===== config.mk =====
export PLATFORM = sky130hd
export DESIGN_NAME = hamming_7_4_rx
export DESIGN_NICKNAME = d
export VERILOG_FILES = /design/src/rtl/hamming_7_4_rx.sv
export SDC_FILE = /design/constraint.sdc
export NUM_CORES = 1
export LEC_CHECK = 0
export CORE_UTILIZATION = 57
export DETAILED_ROUTE_END_ITERATION = 8
export HOLD_SLACK_MARGIN = 0.15
export PLACE_DENSITY = 0.8
export SLEW_MARGIN = 30
export SYNTH_ARGS = -nofsm -noshare
export SYNTH_HDL_FRONTEND = slang
export SYNTH_SLANG_ARGS = --single-unit

===== constraint.sdc =====
create_clock -name clk -period 3.1 [get_ports clk]
set_input_delay 0.465 -clock clk [delete_from_list [all_inputs] [get_ports clk]]
set_output_delay 0.465 -clock clk [all_outputs]
set_load 0.05 [all_outputs]

===== src/rtl/hamming_7_4_rx.sv =====
// hamming_7_4_rx
//   Serial receiver for Hamming(7,4) codewords in the tinyQV user-peripheral
//   slot. Bits are clocked in MSB (r6) first on ui_in. Each 7-bit word is
//   decoded: the syndrome is computed and any single-bit error is corrected.
//   The nibble and its syndrome are then queued in a small FIFO that the CPU
//   reads through the register map.
//
//   Codeword layout {d3,d2,d1,p2,d0,p1,p0} = {r6..r0}, nibble = {r6,r5,r4,r2}.
//
// Ports
//   clk         system clock
//   rst         synchronous, active-high reset
//   ui_in       [0] serial data, [1] bit strobe, [2] frame; [7:3] unused
//   uo_out      [0] FIFO non-empty, [1] overflow sticky; [7:2] zero
//   address     register address
//   data_write  one-cycle write strobe
//   data_in     write data
//   data_out    read data, combinational from address
//
// Register map
//   0x0 R  {1'b0, head_syndrome, head_nibble}, 0x00 when empty
//   0x1 R  {overflow, frame_err, 1'b0, enable, 1'b0, count[2:0]}  W: pop
//   0x2 R  corr_cnt        W: clear
//   0x3 R  frame_err_cnt   W: clear
//   0x4 R  {7'b0, enable}  W: bit0 -> enable, bit1 -> flush FIFO + clear stickies
//
// Handshake: the bus side has no back-pressure. A write is one cycle of
// data_write with address/data_in valid. A pop or flush takes effect on that
// edge, and data_out shows the new head immediately afterwards.

module hamming_7_4_rx #(
    parameter int FIFO_DEPTH = 4,
    parameter int CNT_W      = 8
) (
    input  logic       clk,
    input  logic       rst,
    input  logic [7:0] ui_in,
    output logic [7:0] uo_out,
    input  logic [3:0] address,
    input  logic       data_write,
    input  logic [7:0] data_in,
    output logic [7:0] data_out
);

    localparam int              PTR_W   = $clog2(FIFO_DEPTH);
    localparam logic [2:0]      DEPTH_C = 3'(FIFO_DEPTH);
    localparam logic [CNT_W-1:0] CNT_MAX = '1;

    typedef enum logic [1:0] {
        IDLE   = 2'd0,
        SHIFT  = 2'd1,
        DECODE = 2'd2
    } state_t;

    // ------------------------------------------------------------------
    // Input synchroniser and strobe edge detect. The pulse and the data bit
    // are registered together, so they stay aligned for the shift register.
    // ------------------------------------------------------------------
    logic [2:0] sync1, sync2;
    logic       stb_d3, stb_q, data_q;
    logic       frame;

    always_ff @(posedge clk) begin
        if (rst) begin
            sync1  <= '0;
            sync2  <= '0;
            stb_d3 <= 1'b0;
            stb_q  <= 1'b0;
            data_q <= 1'b0;
        end else begin
            sync1  <= ui_in[2:0];
            sync2  <= sync1;
            stb_d3 <= sync2[1];
            stb_q  <= sync2[1] & ~stb_d3;
            data_q <= sync2[0];
        end
    end

    assign frame = sync2[2];

    // ------------------------------------------------------------------
    // Control/status registers shared by the FSM and the FIFO
    // ------------------------------------------------------------------
    logic enable;
    logic wr_pop, wr_clr_corr, wr_clr_ferr, wr_ctrl, flush;

    assign wr_pop      = data_write && (address == 4'h1);
    assign wr_clr_corr = data_write && (address == 4'h2);
    assign wr_clr_ferr = data_write && (address == 4'h3);
    assign wr_ctrl     = data_write && (address == 4'h4);
    assign flush       = wr_ctrl && data_in[1];

    // ------------------------------------------------------------------
    // Deserialiser FSM
    // ------------------------------------------------------------------
    state_t     state;
    logic [2:0] bitcnt;
    logic [6:0] shift_reg;

    always_ff @(posedge clk) begin
        if (rst) begin
            state     <= IDLE;
            bitcnt    <= 3'd0;
            shift_reg <= 7'd0;
        end else begin
            case (state)
                IDLE: begin
                    bitcnt <= 3'd0;
                    if (enable && frame) state <= SHIFT;
                end
                SHIFT: begin
                    if (!enable || !frame) begin
                        state  <= IDLE;
                        bitcnt <= 3'd0;
                    end else if (stb_q) begin
                        shift_reg <= {shift_reg[5:0], data_q};
                        if (bitcnt == 3'd6) begin
                            state  <= DECODE;
                            bitcnt <= 3'd0;
                        end else begin
                            bitcnt <= bitcnt + 3'd1;
                        end
                    end
                end
                DECODE: begin
                    if (!enable || !frame) begin
                        state <= IDLE;
                    end else begin
                        state <= SHIFT;
                        // A strobe landing here starts the next word.
                        if (stb_q) begin
                            shift_reg <= {shift_reg[5:0], data_q};
                            bitcnt    <= 3'd1;
                        end
                    end
                end
                default: state <= IDLE;
            endcase
        end
    end

    // Frame dropped part-way through a word. A disable takes priority and
    // aborts silently.
    logic ferr_evt;
    assign ferr_evt = (state == SHIFT) && enable && !frame && (bitcnt != 3'd0);

    // ------------------------------------------------------------------
    // Syndrome and single-bit correction
    // ------------------------------------------------------------------
    logic [2:0] syndrome;
    logic [6:0] flip_mask, corrected;
    logic [6:0] entry;

    always_comb begin
        syndrome[0] = shift_reg[0] ^ shift_reg[2] ^ shift_reg[4] ^ shift_reg[6];
        syndrome[1] = shift_reg[1] ^ shift_reg[2] ^ shift_reg[5] ^ shift_reg[6];
        syndrome[2] = shift_reg[3] ^ shift_reg[4] ^ shift_reg[5] ^ shift_reg[6];
        flip_mask   = 7'd0;
        if (syndrome != 3'd0) flip_mask = 7'd1 << (syndrome - 3'd1);
        corrected   = shift_reg ^ flip_mask;
        entry       = {syndrome, corrected[6], corrected[5], corrected[4], corrected[2]};
    end

    // ------------------------------------------------------------------
    // Decoded-nibble FIFO
    // ------------------------------------------------------------------
    logic [6:0]       mem [FIFO_DEPTH];
    logic [PTR_W-1:0] wr_ptr, rd_ptr;
    logic [2:0]       count;
    logic             overflow;
    logic             push_req, pop, full, push_ok, ovf_evt;

    assign push_req = (state == DECODE);
    assign full     = (count == DEPTH_C);
    assign pop      = wr_pop && (count != 3'd0);
    // A pop in the same cycle makes room for an otherwise-dropped push.
    assign push_ok  = push_req && (!full || pop) && !flush;
    assign ovf_evt  = push_req && full && !pop && !flush;

    always_ff @(posedge clk) begin
        if (rst || flush) begin
            wr_ptr   <= '0;
            rd_ptr   <= '0;
            count    <= 3'd0;
            overflow <= 1'b0;
            for (int i = 0; i < FIFO_DEPTH; i++) mem[i] <= 7'd0;
        end else begin
            if (push_ok) begin
                mem[wr_ptr] <= entry;
                wr_ptr      <= wr_ptr + PTR_W'(1);
            end
            if (pop) rd_ptr <= rd_ptr + PTR_W'(1);
            case ({push_ok, pop})
                2'b10:   count <= count + 3'd1;
                2'b01:   count <= count - 3'd1;
                default: count <= count;
            endcase
            if (ovf_evt) overflow <= 1'b1;
        end
    end

    // ------------------------------------------------------------------
    // Enable, frame-error sticky and saturating event counters
    // ------------------------------------------------------------------
    logic             frame_err;
    logic [CNT_W-1:0] corr_cnt, ferr_cnt;

    always_ff @(posedge clk) begin
        if (rst) begin
            enable    <= 1'b0;
            frame_err <= 1'b0;
            corr_cnt  <= '0;
            ferr_cnt  <= '0;
        end else begin
            if (wr_ctrl) enable <= data_in[0];

            if (flush)         frame_err <= 1'b0;
            else if (ferr_evt) frame_err <= 1'b1;

            if (wr_clr_corr)
                corr_cnt <= '0;
            else if (push_ok && (syndrome != 3'd0) && (corr_cnt != CNT_MAX))
                corr_cnt <= corr_cnt + 1'b1;

            if (wr_clr_ferr)
                ferr_cnt <= '0;
            else if (ferr_evt && (ferr_cnt != CNT_MAX))
                ferr_cnt <= ferr_cnt + 1'b1;
        end
    end

    // ------------------------------------------------------------------
    // Read mux and pin outputs
    // ------------------------------------------------------------------
    always_comb begin
        data_out = 8'h00;
        case (address)
            4'h0: if (count != 3'd0) data_out = {1'b0, mem[rd_ptr]};
            4'h1: data_out = {overflow, frame_err, 1'b0, enable, 1'b0, count};
            4'h2: data_out = 8'(corr_cnt);
            4'h3: data_out = 8'(ferr_cnt);
            4'h4: data_out = {7'b0, enable};
            default: data_out = 8'h00;
        endcase
    end

    assign uo_out = {6'b0, overflow, (count != 3'd0)};

    logic unused_bits;
    assign unused_bits = &{1'b0, ui_in[7:3], data_in[7:2]};

endmodule


==> results.yml, run 1 <==
outcome:
  status: "finished clean"
timing:
  finalHoldViolations: 0
  rsz0062_at_grt: "no"
  setup_viol: 0
  slew_viol_final: 0
  fin_crit_sh_pct: 88.3
  min_period_ns: 2.74
  tns_ns: 0
  max_clock_freq_mhz: 365
  skew_ns: 0.00910
  slew_headroom_pct: 42.1
  worst_pin_slew_ns: 0.869
synthesis:
  ys_async_sr_fraction_pct: 0
  synth_edf_count: 28
  synth-seq-cells: 77
  syn_avg_cell_area_um2: 9.64
  yosys.cell_types.count: 60
  netlist_area_um2: 4030
  ys.warnings.count: 0
  syn_inst: 418
  yosysSeqAreaShare_pct: 45.2
  synth_ff_type: "dfxtp_1"
floorplanning:
  fp-row-count: 30
  ios: 39
  die_h_um: 86.1
  initial_core_util_pct: 59.3
  core_area_um2: 6790
  dieArea_um2: 7410
  chipWidth_um: 86.1
route:
  vias_per_cell: 6.06
  drt_iter0_markers: 247
  firstDrtPassIters: 5
  drt-wirelength-per-cell_um: 15.9
  num_vias: 3302
  ant_nets: 0
  drc: 0
  wl_um: 8650
hold_path:
  holdPathStages: 1
  min_from: "stb_d3$_SDFF_PP0_"
  min_to: "stb_q$_SDFF_PP0_"
  hold_path.class: "reg -> reg"
global_routing:
  grt_pass1_vias: 3069
  grt_overflow_total: 0
  grt_pass1_wl_um: 14500
  grt_usage_pct: 25.6
  antenna_found_initial: 0
  grt_max_degree: 16
clock_tree:
  cts_hold_buf: 0
  insertion_delay_ns: 0.35
  cts.clk_slew.worst_paths_ns: 0.07
  htreeDepth: 3
  clockBufferDepth: 2
  cts_tree: "yes"
  cts_setup_buffers: 0
  cts_root_buffer: "clkbuf_8"
  cts_resized: 0
  cts_buffers: 9
  cts_sinks: 77
worst_setup_path:
  cp_max_fo: 7
  criticalPathCategory: "reg -> out"
  r2r_start: "shift_reg[4]$_SDFFE_PP0P_"
  cp-start-kind: "register"
  reg2reg_depth: 7
  arrival_ns: 2.27
  reg2reg_to: "corr_cnt[6]$_SDFFE_PP0P_"
  required_ns: 2.63
  regToRegSetupSlack_ns: 0.47
  cp-end-kind: "output pin"
layout:
  final_common_cell: "dfxtp_1"
  fillers: 527
  area_delta_synth_final_pct: 14.5
  regMostFlops: "mem"
  fin_util_pct: 67.9
  largest_reg_flops: 28
  regArea_um2: 1820
  nNetsFinal: 476
  reg_top3: "mem (28), corr_cnt (8), ferr_cnt (8)"
  final_cell_mix: "dfxtp_1, nand2_1, a21oi_1, edfxtp_1, nor2_1"
  drive_gt1_share_pct: 12.2
  final_cell_count_no_fill: 545
  multi_input_area_um2: 2040
  antenna_cells: 0
  final_area_um2: 4610
place:
  dp_hpwl_um: 6180
  placed_cell_area_um2: 4420
  place_congestion: 0.909
  port_buffers: 21
  dp.cells: 529
power_and_ir_drop:
  power_density_nw_per_um2: 419
  ir_worst_vdd_mv: 0.301
  power.leakage_nw: 1.55
run:
  maxCapViolations: 0
[metal layers]
metal  up-vias  share of wire, %  global-route usage, %
met2       132                47                   40.8
met3        15               5.9                   5.20
met5         -                 0                      0
met1      1576                45                   34.3
met4         0               2.4                   10.3
li1       1579                 -                      -
[power by group]
group | switching (mW) | internal, mW
sequential | 0.00771 | 1.06
clock | 0.373 | 0.376
combinational | 0.0704 | 0.0428
[per-stage QoR]
step / worst slack, ns / power [mW] / hold slack (ns)
after global routing: 0.232 / 2.01 / 0.408
final: 0.364 / 1.93 / 0.405
after CTS: 0.303 / 1.95 / 0.410
after floorplan: 0.491 / 1.17 / 0.367
after global placement: 0.229 / 1.20 / 0.377
after detailed placement: 0.165 / 1.21 / 0.401
[cell families (layout without fill, tap and decap cells)]
| kind of cell | Yosys count | after routing | synth area share, % |
|---|---|---|---|
| adders and majority gates | 9 | 9 | 2.98 |
| and+or+nand+nor | 165 | 165 | 21.8 |
| AOI/OAI and AO/OA | 93 | 93 | 14.8 |
| buffers and inverters | 39 | 65 | 4.50 |
| DFF | 77 | 77 | 45.2 |
| muxes | 20 | 20 | 7.17 |
| other | 1 | 6 | 0.0931 |
| xor gates and xnor gates | 14 | 14 | 3.42 |
[critical path: stages (launching register included)]
cell     delay [ns]
dfxtp_1        0.64
mux4_2         0.61
and3_1         0.22
a221o_1        0.30
buf_12         0.16
[worst max path at each step]
stage,endpoint,slack [ns],cells past startpoint
2_1_floorplan,count[2]$_SDFFE_PP0P_,0.49,9
3_3_place_gp,count[2]$_SDFFE_PP0P_,0.23,10
3_5_place_dp,count[2]$_SDFFE_PP0P_,0.17,10
4_1_cts,data_out[3],0.30,4
5_1_grt,data_out[3],0.23,4
6_report,data_out[3],0.36,4
[final cells by class]
class / instances / share of cell area [%]
clock buffers: 11 / 2.85
clock inverters: 5 / 1.30
inverters: 14 / 1.14
multi-input cells: 307 / 44.3
flip-flops and latches: 77 / 39.5
well taps: 96 / 2.60
repair buffers: 35 / 8.30
[cells in the mapped netlist (2+ instances only)]
| master | count | share of area (%) |
|---|---|---|
| a211oi_1 | 2 | 0.37 |
| a21boi_1 | 2 | 0.37 |
| a21o_1 | 2 | 0.37 |
| a21oi_1 | 41 | 5.1 |
| a221o_1 | 2 | 0.50 |
| a31o_2 | 2 | 0.43 |
| a31oi_1 | 2 | 0.31 |
| and2_1 | 3 | 0.47 |
| and3_1 | 5 | 0.78 |
| buf_1 | 2 | 0.19 |
| buf_4 | 9 | 1.7 |
| clkbuf_1 | 13 | 1.2 |
| dfxtp_1 | 49 | 24 |
| edfxtp_1 | 28 | 21 |
| ha_1 | 8 | 2.5 |
| inv_1 | 14 | 1.3 |
| mux2i_1 | 12 | 3.0 |
| mux4_2 | 7 | 3.9 |
| nand2_1 | 42 | 3.9 |
| nand2b_1 | 9 | 1.4 |
| nand3_1 | 20 | 2.5 |
| nand3b_1 | 4 | 0.75 |
| nand4_1 | 5 | 0.78 |
| nor2_1 | 27 | 2.5 |
| nor2b_1 | 10 | 1.6 |
| nor3_1 | 12 | 1.5 |
| nor4_1 | 4 | 0.62 |
| nor4b_2 | 2 | 0.75 |
| o211a_1 | 3 | 0.75 |
| o211ai_1 | 8 | 1.5 |
| o21a_1 | 3 | 0.56 |
| o21ai_0 | 9 | 1.1 |
| o31ai_1 | 7 | 1.3 |
| o41ai_1 | 2 | 0.43 |
| or2_2 | 2 | 0.31 |
| or3_1 | 5 | 0.78 |
| or4_1 | 8 | 1.5 |
| xnor2_1 | 7 | 1.5 |
| xor2_1 | 5 | 1.1 |
No activity file was read; power rests on OpenSTA's default activity.
==> inputs of run 2 (changes only) <==
--- a/config.mk
+++ b/config.mk
@@ -9,7 +9,6 @@
 export DETAILED_ROUTE_END_ITERATION = 8
 export HOLD_SLACK_MARGIN = 0.15
 export PLACE_DENSITY = 0.8
-export SLEW_MARGIN = 30
 export SYNTH_ARGS = -nofsm -noshare
 export SYNTH_HDL_FRONTEND = slang
 export SYNTH_SLANG_ARGS = --single-unit
==> results of run 2 <==
Final layout, timing and power as in run 1 (identical DEF).
